## src/rtl/instr_encoder_loader.sv

```systemverilog
// instr_encoder_loader: packs instruction field bundles into 16-bit words and
// streams them into instruction RAM at consecutive addresses.
module instr_encoder_loader #(parameter int ADDR_W = 8) (
  input  logic              clk,
  input  logic              reset_n,
  input  logic              start,
  input  logic [ADDR_W-1:0] start_addr,
  input  logic              in_valid,
  output logic              in_ready,
  input  logic [2:0]        opcode,
  input  logic [1:0]        op,
  input  logic [2:0]        rn,
  input  logic [2:0]        rd,
  input  logic [2:0]        rm,
  input  logic [1:0]        shift,
  input  logic [15:0]       imm,
  output logic              mem_write,
  input  logic              mem_ready,
  output logic [ADDR_W-1:0] mem_addr,
  output logic [15:0]       mem_din,
  output logic              busy,
  output logic              done,
  output logic              err_range,
  output logic              err_illegal,
  output logic [ADDR_W:0]   word_count
);
  typedef enum logic [1:0] {IDLE, LOAD, DONE} state_t;
  state_t state;
  logic [15:0] word;
  logic illegal, bad_imm, imm8_ok, imm5_ok, wr_done, last_pending, accept;
  assign imm8_ok = imm == {{8{imm[7]}}, imm[7:0]};
  assign imm5_ok = imm == {{11{imm[4]}}, imm[4:0]};
  always_comb begin
    word = {opcode, op, 11'b0};
    illegal = 1'b0;
    bad_imm = 1'b0;
    case ({opcode, op})
      5'b110_10: begin word[10:0] = {rn, imm[7:0]}; bad_imm = !imm8_ok; end
      5'b110_00, 5'b101_11: word[10:0] = {3'b000, rd, shift, rm};
      5'b101_00, 5'b101_10: word[10:0] = {rn, rd, shift, rm};
      5'b101_01: word[10:0] = {rn, 3'b000, shift, rm};
      5'b011_00, 5'b100_00: begin word[10:0] = {rn, rd, imm[4:0]}; bad_imm = !imm5_ok; end
      5'b111_00: ;
      default: illegal = 1'b1;
    endcase
  end
  // A pending HALT or a pending write to the top address is the final word of the load.
  assign last_pending = mem_write && (mem_din[15:11] == 5'b111_00 || &mem_addr);
  assign wr_done = mem_write && mem_ready;
  assign in_ready = state == LOAD && (!mem_write || mem_ready) && !last_pending;
  assign accept = in_valid && in_ready;
  assign busy = state == LOAD;
  assign done = state == DONE;
  always_ff @(posedge clk or negedge reset_n)
    if (!reset_n) begin
      state <= IDLE;
      mem_write <= 1'b0;
      mem_addr <= '0;
      mem_din <= '0;
      err_range <= 1'b0;
      err_illegal <= 1'b0;
      word_count <= '0;
    end else if (state != LOAD) begin
      if (start) begin
        state <= LOAD;
        mem_addr <= start_addr;
        word_count <= '0;
        err_range <= 1'b0;
        err_illegal <= 1'b0;
      end
    end else begin
      if (wr_done) begin
        word_count <= word_count + 1'b1;
        if (last_pending) state <= DONE;
        else mem_addr <= mem_addr + 1'b1;
      end
      if (accept && !illegal && !bad_imm) begin
        mem_write <= 1'b1;
        mem_din <= word;
      end else if (wr_done) mem_write <= 1'b0;
      if (accept) begin
        err_illegal <= err_illegal | illegal;
        err_range <= err_range | bad_imm;
      end
    end
endmodule

```

## config.mk

```make
export PLATFORM = sky130hd
export DESIGN_NAME = instr_encoder_loader
export DESIGN_NICKNAME = d
export VERILOG_FILES = /design/src/rtl/instr_encoder_loader.sv
export SDC_FILE = /design/constraint.sdc
export NUM_CORES = 1
export LEC_CHECK = 0
export BUFFER_PORTS_ARGS = -buffer_cell sky130_fd_sc_hd__buf_2
export CAP_MARGIN = 5
export CORE_MARGIN = 2
export CORE_UTILIZATION = 50
export DETAILED_ROUTE_END_ITERATION = 10
export PLACE_DENSITY = 0.81
export SLEW_MARGIN = 20
export SYNTH_ARGS = -nofsm -noshare
export SYNTH_HDL_FRONTEND = slang
export SYNTH_SLANG_ARGS = --single-unit
```

## constraint.sdc

```tcl
create_clock -name clk -period 6.1 [get_ports clk]
set_input_delay 1.22 -clock clk [delete_from_list [all_inputs] [get_ports clk]]
set_output_delay 1.22 -clock clk [all_outputs]
set_load 0.005 [all_outputs]
```

### Yosys cells after proc, flatten, opt, wreduce, memory -nomap -nowiden

Cells that the tools add are included.

* latch bits: 0
* input port bits: 45
* ROM bits: 0
* RAM bits: 0
* bits in registers: 38
* memories kept: 0
* logic and storage cells: 79
* output and inout bits: 39

* equality and inequality tests: 17
* multiplexer cells: 21
* bitwise operators: 3
* order comparisons: 0
* multipliers: 0
* shifts and indexed selects: 0
* reduce and logical (&&, ||, !) cells: 29
* div/mod/pow operators: 0
* add/sub/neg operators: 2

Operators by type and width (number)
* 11-bit case mux with 5 select lines: 1
* 5-bit equality test (second input constant): 9
* 8-bit two-way mux: 4
* 9-bit two-way mux: 3
* 11-bit equality test: 1
* 9-bit by 1-bit adder with 9-bit output (second input constant): 1
* 9-bit OR reduction: 1
* 8-bit by 1-bit adder with 8-bit output (second input constant): 1
* 8-bit equality test: 1
* 1-bit two-way mux: 8
* 2-bit two-way mux: 4
* 2-bit AND reduction: 4
* 8-bit AND reduction: 1
* 2-bit nonzero test: 4
* 1-bit logical AND: 7
* 3-bit AND reduction: 2
* 2-bit OR reduction: 3
* 5-bit by 4-bit equality test with 1-bit output (second input constant): 1
* 1-bit logical NOT: 5
* 2-bit by 1-bit != test with 1-bit output (second input constant): 2
* 2-bit by 1-bit equality test with 1-bit output (second input constant): 1
* 2-bit equality test (second input constant): 1
* 1-bit logical OR: 2
* 2-bit != test (second input constant): 1
* 3 further kinds: 4

### Depth between registers and ports, before layout

Gate-level depths: netlist of the first run.

* depth after elaboration: 10
* depth in mapped cells: 8
* mapped depth without buffers: 6

### Worst setup path before layout of the first run

No wires, ideal clock.

* path type: input to output
* from: input mem_ready
* to: output in_ready
* stages: 2
* setup slack: 3.344 ns
* data required time: 4.880 ns
* path buffers: 0
* arrival: 1.536 ns
* path through: nand2b_1 -> and3_1

* word-level cells in the longest chain between the ends: 3

RTL lines
* from (decl): RTL line 18 `input logic mem_ready,`
* 1-bit logical OR: RTL line 50 `assign in_ready = state == LOAD && (!mem_write || mem_ready) && !last_pending;`
* 1-bit logical AND (2 in a row): RTL line 50
* to (decl): RTL line 9 `output logic in_ready,`

Every way passes these cells.

### Worst setup path after layout of the first run

* from: register mem_addr[0]
* to: output in_ready

* word-level cells in the longest chain between the ends: 5

RTL lines
* from (decl): RTL line 19 `output logic [ADDR_W-1:0] mem_addr,`
* from (signal assigned): RTL line 66 `mem_addr <= start_addr;`
* from (signal assigned): RTL line 75 `else mem_addr <= mem_addr + 1'b1;`
* 8-bit AND reduction: RTL line 48 `assign last_pending = mem_write && (mem_din[15:11] == 5'b111_00 || &mem_addr);`
* 1-bit logical OR: RTL line 48
* 1-bit logical AND: RTL line 48
* 1-bit logical NOT: RTL line 50
* 1-bit logical AND: RTL line 50

Every way passes these cells.

==> impl_metrics.env, run 1 <==
export IMPL_outcome="finished clean"
export IMPL_static_leakage_uw=0.00142
export IMPL_die_width_um=70.4
export IMPL_cts_root_buffer_cell="clkbuf_8"
export IMPL_grtUsageTotal=0.208
export IMPL_crit_path_time_final_ns=3.18
export IMPL_postRouteWirelength_um=4890
export IMPL_synth_compound_gate_area_share=0.173
export IMPL_finalWorstSetupSlack_ns=2.92
export IMPL_remaining_drc_errors=0
export IMPL_post_cts_hold_buffer_count=0
export IMPL_chipHeight_um=70.4
export IMPL_maxCapViolations=0
export IMPL_grt_pass1_vias=1821
export IMPL_hold_class="reg2reg"
export IMPL_grt_first_pass_wirelength_um=8210
export IMPL_worstSetupStartpointType="register"
export IMPL_cellPowerDensity_mw_per_mm2=326
export IMPL_cts_buffers=5
export IMPL_finalWeightedCongestion=0.791
export IMPL_syn_mean_instance_area_um2=9.66
export IMPL_routed_via_count=1954
export IMPL_cts_sink_count=38
export IMPL_syn_inst=228
export IMPL_placed_cell_area_mm2=0.00262
export IMPL_yosys_area_share_adder=0.0114
export IMPL_initial_core_util=0.513
export IMPL_timing_fmax_mhz=315
export IMPL_critPathKind="reg2out"
export IMPL_worstSkewPairLatency_ns=0.29
export IMPL_fp_row_count=24
export IMPL_synth_top_family_by_area="simple AND/OR/NAND/NOR gates"
export IMPL_normalized_max_slew_margin=0.321
export IMPL_post_route_cell_area_mm2=0.00272
export IMPL_route_detailed_wl_per_inst_um=13.5
export IMPL_post_synth_mux_area_share=0.0949
export IMPL_clock_skew_ns=0.00632
export IMPL_critical_path_max_fanout=6
export IMPL_ant_diodes=0
export IMPL_floorplan_die_area_mm2=0.00495
export IMPL_postSynth_topFlopCell="dfrtp_1"
export IMPL_port_buffers=83
export IMPL_yosys_cell_types_count=53
export IMPL_report_final_hold_viol_count=0
export IMPL_drv_slew=0
export IMPL_setup_tns_ns=0
export IMPL_tightest_slew_ns=1.01
export IMPL_edff_count_synth=0
export IMPL_dr_pass1_iters=4
export IMPL_sequential_cell_area_fraction_in_the_yosys_report=0.432
export IMPL_synth_async_sr_flop_share=1.00
export IMPL_via_count_normalized_by_instance_count=5.40
export IMPL_initial_antenna_violation_count=0
export IMPL_worstSetupEndpointType="output port"
export IMPL_post_cts_resized=0
export IMPL_synthesized_netlist_net_count=275
export IMPL_finalCritPeriodShare=0.521
export IMPL_dp_final_hpwl_um=3640
export IMPL_num_nets_final=356
export IMPL_cts_max_level=2
export IMPL_synth_yosys_warnings=0
export IMPL_finalSetupViolCount=0
export IMPL_syn_cell_area_mm2=0.00220
export IMPL_setup_repair_after_global_routing_missed_its_margin="no"
export IMPL_design_portCount=84
export IMPL_post_cts_buffers=0
export IMPL_pre_cts_slack_ns=3.07
export IMPL_cts_buffer_depth=2
export IMPL_drt_iter0_drc=164
export IMPL_core_area_mm2=0.00429
export IMPL_clock_tree_from_tritoncts="yes"
export IMPL_vdd_ir_drop_worst_uv=148
export IMPL_cts_reportedPaths_clkPinSlew_ns=0.07
export IMPL_critical_path_required_ns=4.88
export IMPL_post_detailed_route_count_of_antenna_violating_nets=0
export IMPL_grt_start_max_net_pins=39
export IMPL_final_layout_size_suffix_gt1_frac=0.358
export IMPL_synth_simple_gate_area_frac=0.219
export IMPL_synth_xor_area_frac=0.0239
export IMPL_area_growth_pct=23.6
export IMPL_grt_overflow_total=0
export IMPL_worst_endpoint_arrival_ns=1.96
export IMPL_synth_ff_latch_count=38
## power breakdown
group,leakage (uW),internal [uW],switching (uW)
sequential,0.000480,321,70.4
clock,0.0000524,122,89.9
combinational,0.000885,148,137
## placed cells by master, fill, tap and decap left out, types with 4 or more instances in the layout
cell type,instances
buf_2,83
nand2_1,31
a22o_1,8
nand2b_1,4
o21ai_0,15
clkbuf_8,5
dfrtp_1,38
a21oi_1,15
mux2_2,6
nor3_1,4
xor2_1,4
nor2_1,14
nor2b_1,4
inv_1,8
mux2i_1,4
nand3_1,10
mux2_4,6
and3_1,4
## synthesized netlist by cell type, drive strengths merged (6+ instances only)
master / number / share of area
nand2: 31 / 0.053
o21ai: 16 / 0.036
dfrtp: 38 / 0.43
a21oi: 16 / 0.038
nand3: 11 / 0.027
a22o: 8 / 0.032
buf: 6 / 0.025
inv: 9 / 0.015
mux2: 13 / 0.077
nor2: 14 / 0.024
## metrics by stage
| stage | instances | hold WS, ns | total power (uW) | utilization |
|---|---|---|---|---|
| after detailed placement | 354 | 0.478 | 682 | 0.609 |
| after global routing | 362 | 0.515 | 945 | 0.634 |
| final | 362 | 0.493 | 889 | 0.634 |
| after CTS | 362 | 0.500 | 893 | 0.634 |
| after floorplan | 228 | 0.486 | 556 | - |
| after global placement | 354 | 0.473 | 670 | 0.609 |
## critical path, cell delays in order, from the launching register on
cell	delay [ns]
dfrtp_1	0.43
ha_1	0.24
nand3_2	0.14
o32ai_2	0.39
nand2_1	0.17
and3_1	0.19
buf_2	0.12
## state kept, by name, summed over array words and instances, names as in the netlist
name / cells
err_range: 1
word_count: 9
mem_write: 1
mem_din: 16
state: 2
mem_addr: 8
err_illegal: 1
## cell families (layout without fill, tap and decap cells)
logic type,Yosys count,count (layout)
AOI/OAI and AO/OA,55,55
xor gates and xnor gates,6,6
adders and majority gates,2,2
buffers and inverters,18,100
DFF,38,38
muxes,17,17
and+or+nand+nor,92,92
## layout make-up
cell class                      instances  area, um2
Fill cell                             373       1570
Multi-Input combinational cell        172       1150
Sequential cell                        38        951
Timing Repair Buffer                   83        415
Clock buffer                            7       76.3
Tap cell                               52       65.1
Inverter                                9       33.8
Clock inverter                          1       30.0
## per-layer routing
metal	vias up	track usage	wire length, um
met1	910	0.283	2240
met5	-	0	0
li1	975	-	-
met4	0	0.0812	65
met3	6	0.0447	301
met2	63	0.324	2290
## worst paths after layout
check                      depth (start not counted)                       to  slack, ns               startpoint
min in group asynchronous                          1     state[0]$_DFFE_PN0P_       1.03                  reset_n
setup / recovery                                   6                 in_ready       2.92  mem_addr[0]$_DFFE_PN0P_
hold / removal                                     1    err_range$_DFFE_PN0P_       0.49    err_range$_DFFE_PN0P_
hold reg to reg                                    1    err_range$_DFFE_PN0P_       0.49    err_range$_DFFE_PN0P_
setup reg to reg                                   6  mem_addr[2]$_DFFE_PN0P_       3.58     state[1]$_DFFE_PN0P_
max in group asynchronous                          1  mem_din[14]$_DFFE_PN0P_       4.54                  reset_n
Note: power is estimated with default switching activity, not from simulation.
==> run 2, diff against run 1 <==
--- a/config.mk
+++ b/config.mk
@@ -8,9 +8,9 @@
 export BUFFER_PORTS_ARGS = -buffer_cell sky130_fd_sc_hd__buf_2
 export CAP_MARGIN = 5
 export CORE_MARGIN = 2
-export CORE_UTILIZATION = 50
+export CORE_UTILIZATION = 49
 export DETAILED_ROUTE_END_ITERATION = 10
-export PLACE_DENSITY = 0.81
+export PLACE_DENSITY = 0.8
 export SLEW_MARGIN = 20
 export SYNTH_ARGS = -nofsm -noshare
 export SYNTH_HDL_FRONTEND = slang
==> constraint.sdc (replaced) <==
create_clock -name clk -period 3 [get_ports clk]
set_input_delay 0.6 -clock clk [delete_from_list [all_inputs] [get_ports clk]]
set_output_delay 0.6 -clock clk [all_outputs]
set_load 0.005 [all_outputs]
==> impl_metrics.env, run 2 (synthesized netlist as in run 1, its figures left out) <==
export IMPL_clock_tree_from_tritoncts="yes"
export IMPL_critical_path_max_fanout=6
export IMPL_post_cts_resized=0
export IMPL_fp_row_count=24
export IMPL_switching_power_uw=594
export IMPL_port_buffers=83
export IMPL_initial_antenna_violation_count=0
export IMPL_detail_route_wirelength_met1_um=2170
export IMPL_grt_start_max_net_pins=39
export IMPL_ant_diodes=0
export IMPL_wl_met3_um=356
export IMPL_normalized_max_slew_margin=0.431
export IMPL_maxCapViolations=0
export IMPL_largest_register_ffs=16
export IMPL_critPathKind="reg2out"
export IMPL_met2WireLength_um=2270
export IMPL_initial_core_util=0.506
export IMPL_share_seq_of_total_power=0.437
export IMPL_cts_buffers=5
export IMPL_cellPowerDensity_mw_per_mm2=663
export IMPL_post_cts_hold_buffer_count=0
export IMPL_worstSetupStartpointType="register"
export IMPL_registers_top_by_ff_count="mem_din"
export IMPL_vdd_ir_drop_worst_uv=363
export IMPL_grtUsageTotal=0.197
export IMPL_post_detailed_route_count_of_antenna_violating_nets=0
export IMPL_crit_path_time_final_ns=2.54
export IMPL_hold_class="in2async"
export IMPL_setup_repair_after_global_routing_missed_its_margin="no"
export IMPL_core_area_mm2=0.00435
export IMPL_clock_skew_ns=0.00560
export IMPL_share_comb_of_total_power=0.321
export IMPL_setup_tns_ns=0
export IMPL_largestRegisters="mem_din x16, word_count x9, mem_addr x8"
export IMPL_via_count_normalized_by_instance_count=5.39
export IMPL_finalSetupViolCount=0
export IMPL_route_detailed_wl_per_inst_um=13.3
export IMPL_drt_iter0_drc=134
export IMPL_layout_cells_most_common="buf_2"
export IMPL_report_final_hold_viol_count=0
export IMPL_drv_slew=0
export IMPL_power_report_internal_total_uw=1220
export IMPL_final_layout_size_suffix_gt1_frac=0.367
export IMPL_dp_final_hpwl_um=3720
export IMPL_highest_metal_layer_with_signal_wires="met4"
export IMPL_cts_reportedPaths_clkPinSlew_ns=0.07
export IMPL_critical_path_required_ns=2.40
export IMPL_die_width_um=71.0
export IMPL_final_cell_mix="buf_2, dfrtp_1, nand2_1"
export IMPL_post_cts_buffers=0
export IMPL_tightest_slew_ns=0.853
export IMPL_routed_via_count=1957
export IMPL_num_nets_final=358
export IMPL_postRouteWirelength_um=4840
export IMPL_cts_sink_count=38
export IMPL_worst_r2r_cell_count=6
export IMPL_switching_share=0.327
export IMPL_design_portCount=84
export IMPL_design_power_total_uw=1820
export IMPL_chipHeight_um=71.0
export IMPL_grt_overflow_total=0
export IMPL_remaining_drc_errors=0
export IMPL_cts_root_buffer_cell="clkbuf_8"
export IMPL_worst_endpoint_arrival_ns=1.94
export IMPL_dr_pass1_iters=4
export IMPL_timing_fmax_mhz=394
export IMPL_worstSkewPairLatency_ns=0.29
export IMPL_cts_max_level=2
export IMPL_grt_first_pass_wirelength_um=7990
export IMPL_static_leakage_uw=0.00143
export IMPL_finalCritPeriodShare=0.845
export IMPL_finalWeightedCongestion=0.792
export IMPL_outcome="finished clean"
export IMPL_fill_cells=380
export IMPL_grt_pass1_vias=1799
export IMPL_area_growth_pct=24.6
export IMPL_worstSetupEndpointType="output port"
export IMPL_cts_buffer_depth=2
export IMPL_floorplan_die_area_mm2=0.00505
export IMPL_clk_network_pwr_share=0.243
## run 2: cell count changes in the layout (fill, tap and decap cells not counted)
cell	previous run	this run
buf_4	0	2
clkbuf_8	5	6
clkbuf_1	2	0
## run 2: stage by stage
| stage | std cells | hold WS [ns] | setup slack, ns | util | area, um2 |
|---|---|---|---|---|---|
| final | 363 | 0.415 | 0.464 | 0.630 | 2740 |
| after global routing | 363 | 0.478 | 0.322 | 0.630 | 2740 |
| after CTS | 363 | 0.443 | 0.449 | 0.630 | 2740 |
| after detailed placement | 356 | 0.479 | 0.583 | 0.604 | 2630 |
| after global placement | 356 | 0.474 | 0.642 | 0.604 | 2630 |
| after floorplan | 228 | 0.304 | 0.886 | - | 2200 |
## run 2: per-layer routing
| layer | up-vias | global-route usage |
|---|---|---|
| li1 | 976 | - |
| met1 | 909 | 0.269 |
| met2 | 65 | 0.309 |
| met3 | 7 | 0.0570 |
| met4 | 0 | 0.0524 |
| met5 | - | 0 |
## run 2: area by class of cell
class / count / area [um2] / share of cell area
clock inverter: 1 / 30.0 / 0.0109
sequential: 38 / 951 / 0.347
tap: 52 / 65.1 / 0.0237
inverter: 9 / 33.8 / 0.0123
clock buffer: 6 / 82.6 / 0.0301
timing repair buffer: 85 / 430 / 0.157
multi-input combinational: 172 / 1150 / 0.420
## run 2: path summary, 6_finish.rpt
| check | start | endpoint | slack [ns] |
|---|---|---|---|
| min reg2reg | err_range$_DFFE_PN0P_ | err_range$_DFFE_PN0P_ | 0.49 |
| min in group clk | err_range$_DFFE_PN0P_ | err_range$_DFFE_PN0P_ | 0.49 |
| min | reset_n | mem_addr[3]$_DFFE_PN0P_ | 0.42 |
| max reg2reg | mem_addr[0]$_DFFE_PN0P_ | mem_din[15]$_DFFE_PN0P_ | 0.83 |
| max | mem_addr[0]$_DFFE_PN0P_ | in_ready | 0.46 |
| max in group asynchronous | reset_n | word_count[1]$_DFFE_PN0P_ | 2.05 |
## run 2: worst max-delay path: stages, from the launching register on
cell     delay (ns)
dfrtp_1        0.42
ha_1           0.23
nand3_2        0.14
o32ai_2        0.39
nand2_1        0.15
and3_1         0.19
buf_2          0.12
## run 2: power by group through the flow
stage / Combinational [uW] / Clock (uW) / Sequential, uW
floorplan: 335 / 0 / 795
global placement: 570 / 0 / 801
detailed placement: 591 / 0 / 804
CTS: 592 / 450 / 796
global route: 661 / 471 / 819
finish: 583 / 442 / 794
==> run 3, diff against run 2 <==
--- a/config.mk
+++ b/config.mk
@@ -5,12 +5,13 @@
 export SDC_FILE = /design/constraint.sdc
 export NUM_CORES = 1
 export LEC_CHECK = 0
+export ABC_AREA = 1
 export BUFFER_PORTS_ARGS = -buffer_cell sky130_fd_sc_hd__buf_2
 export CAP_MARGIN = 5
 export CORE_MARGIN = 2
-export CORE_UTILIZATION = 49
+export CORE_UTILIZATION = 45
 export DETAILED_ROUTE_END_ITERATION = 10
-export PLACE_DENSITY = 0.8
+export PLACE_DENSITY = 0.76
 export SLEW_MARGIN = 20
 export SYNTH_ARGS = -nofsm -noshare
 export SYNTH_HDL_FRONTEND = slang
==> constraint.sdc (replaced) <==
create_clock -name clk -period 2.3 [get_ports clk]
set_input_delay 0.46 -clock clk [delete_from_list [all_inputs] [get_ports clk]]
set_output_delay 0.46 -clock clk [all_outputs]
set_load 0.005 [all_outputs]
==> impl_metrics.env, run 3 <==
export IMPL_crit_path_time_final_ns=2.12
export IMPL_global_route_peak_usage_layer="met2"
export IMPL_post_detailed_route_count_of_antenna_violating_nets=0
export IMPL_yosys_cell_types_count=32
export IMPL_finalWeightedCongestion=0.898
export IMPL_worst_endpoint_arrival_ns=1.66
export IMPL_finalSetupViolCount=0
export IMPL_design_power_total_uw=2290
export IMPL_critical_path_required_ns=1.84
export IMPL_grt_first_pass_wirelength_um=10000
export IMPL_grt_overflow_total=0
export IMPL_synth_area_leader_cell="dfrtp_1"
export IMPL_critPathKind="reg2out"
export IMPL_final_cell_mix="nand2_1, buf_2, dfrtp_1"
export IMPL_synth_yosys_warnings=0
export IMPL_floorplan_die_area_mm2=0.00584
export IMPL_tightest_slew_ns=0.828
export IMPL_post_synth_mux_area_share=0
export IMPL_setup_repair_after_global_routing_missed_its_margin="no"
export IMPL_num_nets_final=462
export IMPL_post_synth_most_frequent_cells="nand2_1, dfrtp_1, nand3_1"
export IMPL_post_cts_resized=0
export IMPL_fill_cells=507
export IMPL_synth_compound_gate_area_share=0.0801
export IMPL_post_cts_buffers=0
export IMPL_edff_count_synth=0
export IMPL_largest_register_ffs=16
export IMPL_synth_most_common_cell="nand2_1"
export IMPL_syn_mean_instance_area_um2=7.17
export IMPL_cts_buffers=5
export IMPL_remaining_drc_errors=0
export IMPL_worstSkewPairLatency_ns=0.29
export IMPL_static_leakage_uw=0.00163
export IMPL_critical_path_top_delay_family="simple AND/OR/NAND/NOR gates"
export IMPL_pre_cts_slack_ns=0.389
export IMPL_final_layout_size_suffix_gt1_frac=0.281
export IMPL_dp_final_hpwl_um=4350
export IMPL_path_cells="ha_1, nand2_1, inv_1, nand3_1, nand2_1, nand2_1, inv_1, nor2_1, buf_2"
export IMPL_postRouteWirelength_um=5570
export IMPL_largestRegisters="mem_din x16, word_count x9, mem_addr x8"
export IMPL_critical_path_buf_inv_count=3
export IMPL_post_cts_hold_buffer_count=0
export IMPL_postSynth_topFlopCell="dfrtp_1"
export IMPL_core_area_mm2=0.00507
export IMPL_route_detailed_wl_per_inst_um=11.5
export IMPL_hold_class="in2async"
export IMPL_grt_pass1_vias=2356
export IMPL_syn_inst=329
export IMPL_worstSetupStartpointType="register"
export IMPL_crit_start="mem_addr[0]$_DFFE_PN0P_"
export IMPL_worst_path_stages=9
export IMPL_finalWorstSetupSlack_ns=0.180
export IMPL_cts_buffer_depth=2
export IMPL_synthesized_netlist_net_count=376
export IMPL_design_portCount=84
export IMPL_worstSetupEndpointType="output port"
export IMPL_cts_sink_count=38
export IMPL_registers_top_by_ff_count="mem_din"
export IMPL_chipHeight_um=76.4
export IMPL_layout_cells_most_common="nand2_1"
export IMPL_synth_async_sr_flop_share=1.00
export IMPL_critical_path_most_common_cell="nand2_1"
export IMPL_report_final_hold_viol_count=0
export IMPL_synth_xor_area_frac=0.0186
export IMPL_grtUsageTotal=0.207
export IMPL_clock_tree_from_tritoncts="yes"
export IMPL_timing_fmax_mhz=472
export IMPL_cts_max_level=2
export IMPL_synth_ff_latch_count=38
export IMPL_synth_area_top_cells="dfrtp_1, nand2_1, nand3_1, nor2_1, inv_1"
export IMPL_ant_diodes=0
export IMPL_die_width_um=76.4
export IMPL_synth_top_family_by_area="simple AND/OR/NAND/NOR gates"
export IMPL_grt_start_max_net_pins=39
export IMPL_fp_row_count=26
export IMPL_grtUsageMet1=0.253
export IMPL_initial_core_util=0.465
export IMPL_routed_via_count=2372
export IMPL_reg2reg_from="mem_addr[0]$_DFFE_PN0P_"
export IMPL_via_count_normalized_by_instance_count=4.88
export IMPL_initial_antenna_violation_count=0
export IMPL_drt_iter0_drc=92
export IMPL_dr_pass1_iters=4
export IMPL_syn_cell_area_mm2=0.00236
export IMPL_critical_path_max_fanout=5
export IMPL_final_util=0.575
export IMPL_area_growth_pct=23.8
export IMPL_groute_layer_met3_usage=0.0355
export IMPL_critPathMaxStageDelay_ns=0.42
export IMPL_sequential_cell_area_fraction_in_the_yosys_report=0.403
export IMPL_synth_top_area_frac=0.403
export IMPL_yosys_area_share_adder=0.0106
export IMPL_port_buffers=83
export IMPL_finalCritPeriodShare=0.922
export IMPL_outcome="finished clean"
export IMPL_vdd_ir_drop_worst_uv=317
export IMPL_clock_skew_ns=0.00309
export IMPL_setup_tns_ns=0
export IMPL_grtUsageMet2=0.368
export IMPL_cts_root_buffer_cell="clkbuf_8"
export IMPL_drv_slew=0
export IMPL_worst_r2r_cell_count=11
export IMPL_synth_simple_gate_area_frac=0.416
export IMPL_cpMaxStageDelayCell="dfrtp_1"
export IMPL_normalized_max_slew_margin=0.448
export IMPL_maxCapViolations=0
export IMPL_cellPowerDensity_mw_per_mm2=786
export IMPL_cts_reportedPaths_clkPinSlew_ns=0.07
-- run 3: cell count changes in the layout (fill, tap and decap cells not counted), moves of 7 or more --
cell	change
a21oi_1	-7
a22o_1	-7
inv_1	+19
nand2_1	+87
nand3_1	+20
nor2_1	+15
-- run 3: kinds of logic (layout without fill, tap and decap cells) --
group / Yosys count / count (layout)
buffers and inverters: 39 / 126
and+or+nand+nor: 212 / 212
AOI/OAI and AO/OA: 33 / 33
DFF: 38 / 38
xor gates and xnor gates: 5 / 5
adders and majority gates: 2 / 2
-- run 3: cell type report --
| type | count | area, um2 | share of cell area |
|---|---|---|---|
| clock buffer | 7 | 86.3 | 0.0296 |
| clock inverter | 1 | 5.00 | 0.00171 |
| multi-input combinational | 252 | 1240 | 0.424 |
| timing repair buffer | 84 | 423 | 0.145 |
| sequential | 38 | 951 | 0.326 |
| tap | 70 | 87.6 | 0.0300 |
| inverter | 34 | 128 | 0.0437 |
-- run 3: per-stage QoR --
step                hold WS [ns]  area (um2)  instances
floorplan                  0.164        2360        329
global placement           0.452        2830        478
detailed placement         0.462        2830        478
CTS                        0.292        2920        486
global route               0.345        2920        486
finish                     0.266        2920        486
-- run 3: metal layers --
metal / vias to the layer above / share of wire
met4: 0 / 0.014
met1: 1066 / 0.44
met3: 6 / 0.054
met5: - / 0
met2: 74 / 0.49
li1: 1226 / -
-- run 3: worst paths after layout --
kind,endpoint,slack (ns)
min in group clk,mem_din[14]$_DFFE_PN0P_,0.46
max in group asynchronous,word_count[0]$_DFFE_PN0P_,1.51
setup / recovery,in_ready,0.18
setup reg to reg,mem_din[5]$_DFFE_PN0P_,0.40
hold / removal,mem_addr[2]$_DFFE_PN0P_,0.27
hold reg to reg,mem_din[9]$_DFFE_PN0P_,0.47
-- run 3: where the power goes --
part           switching (uW)  internal, uW  leakage [uW]
Clock                     226           242     0.0000482
Combinational             430           343       0.00109
Sequential                199           854      0.000492
Total                     855          1440       0.00163
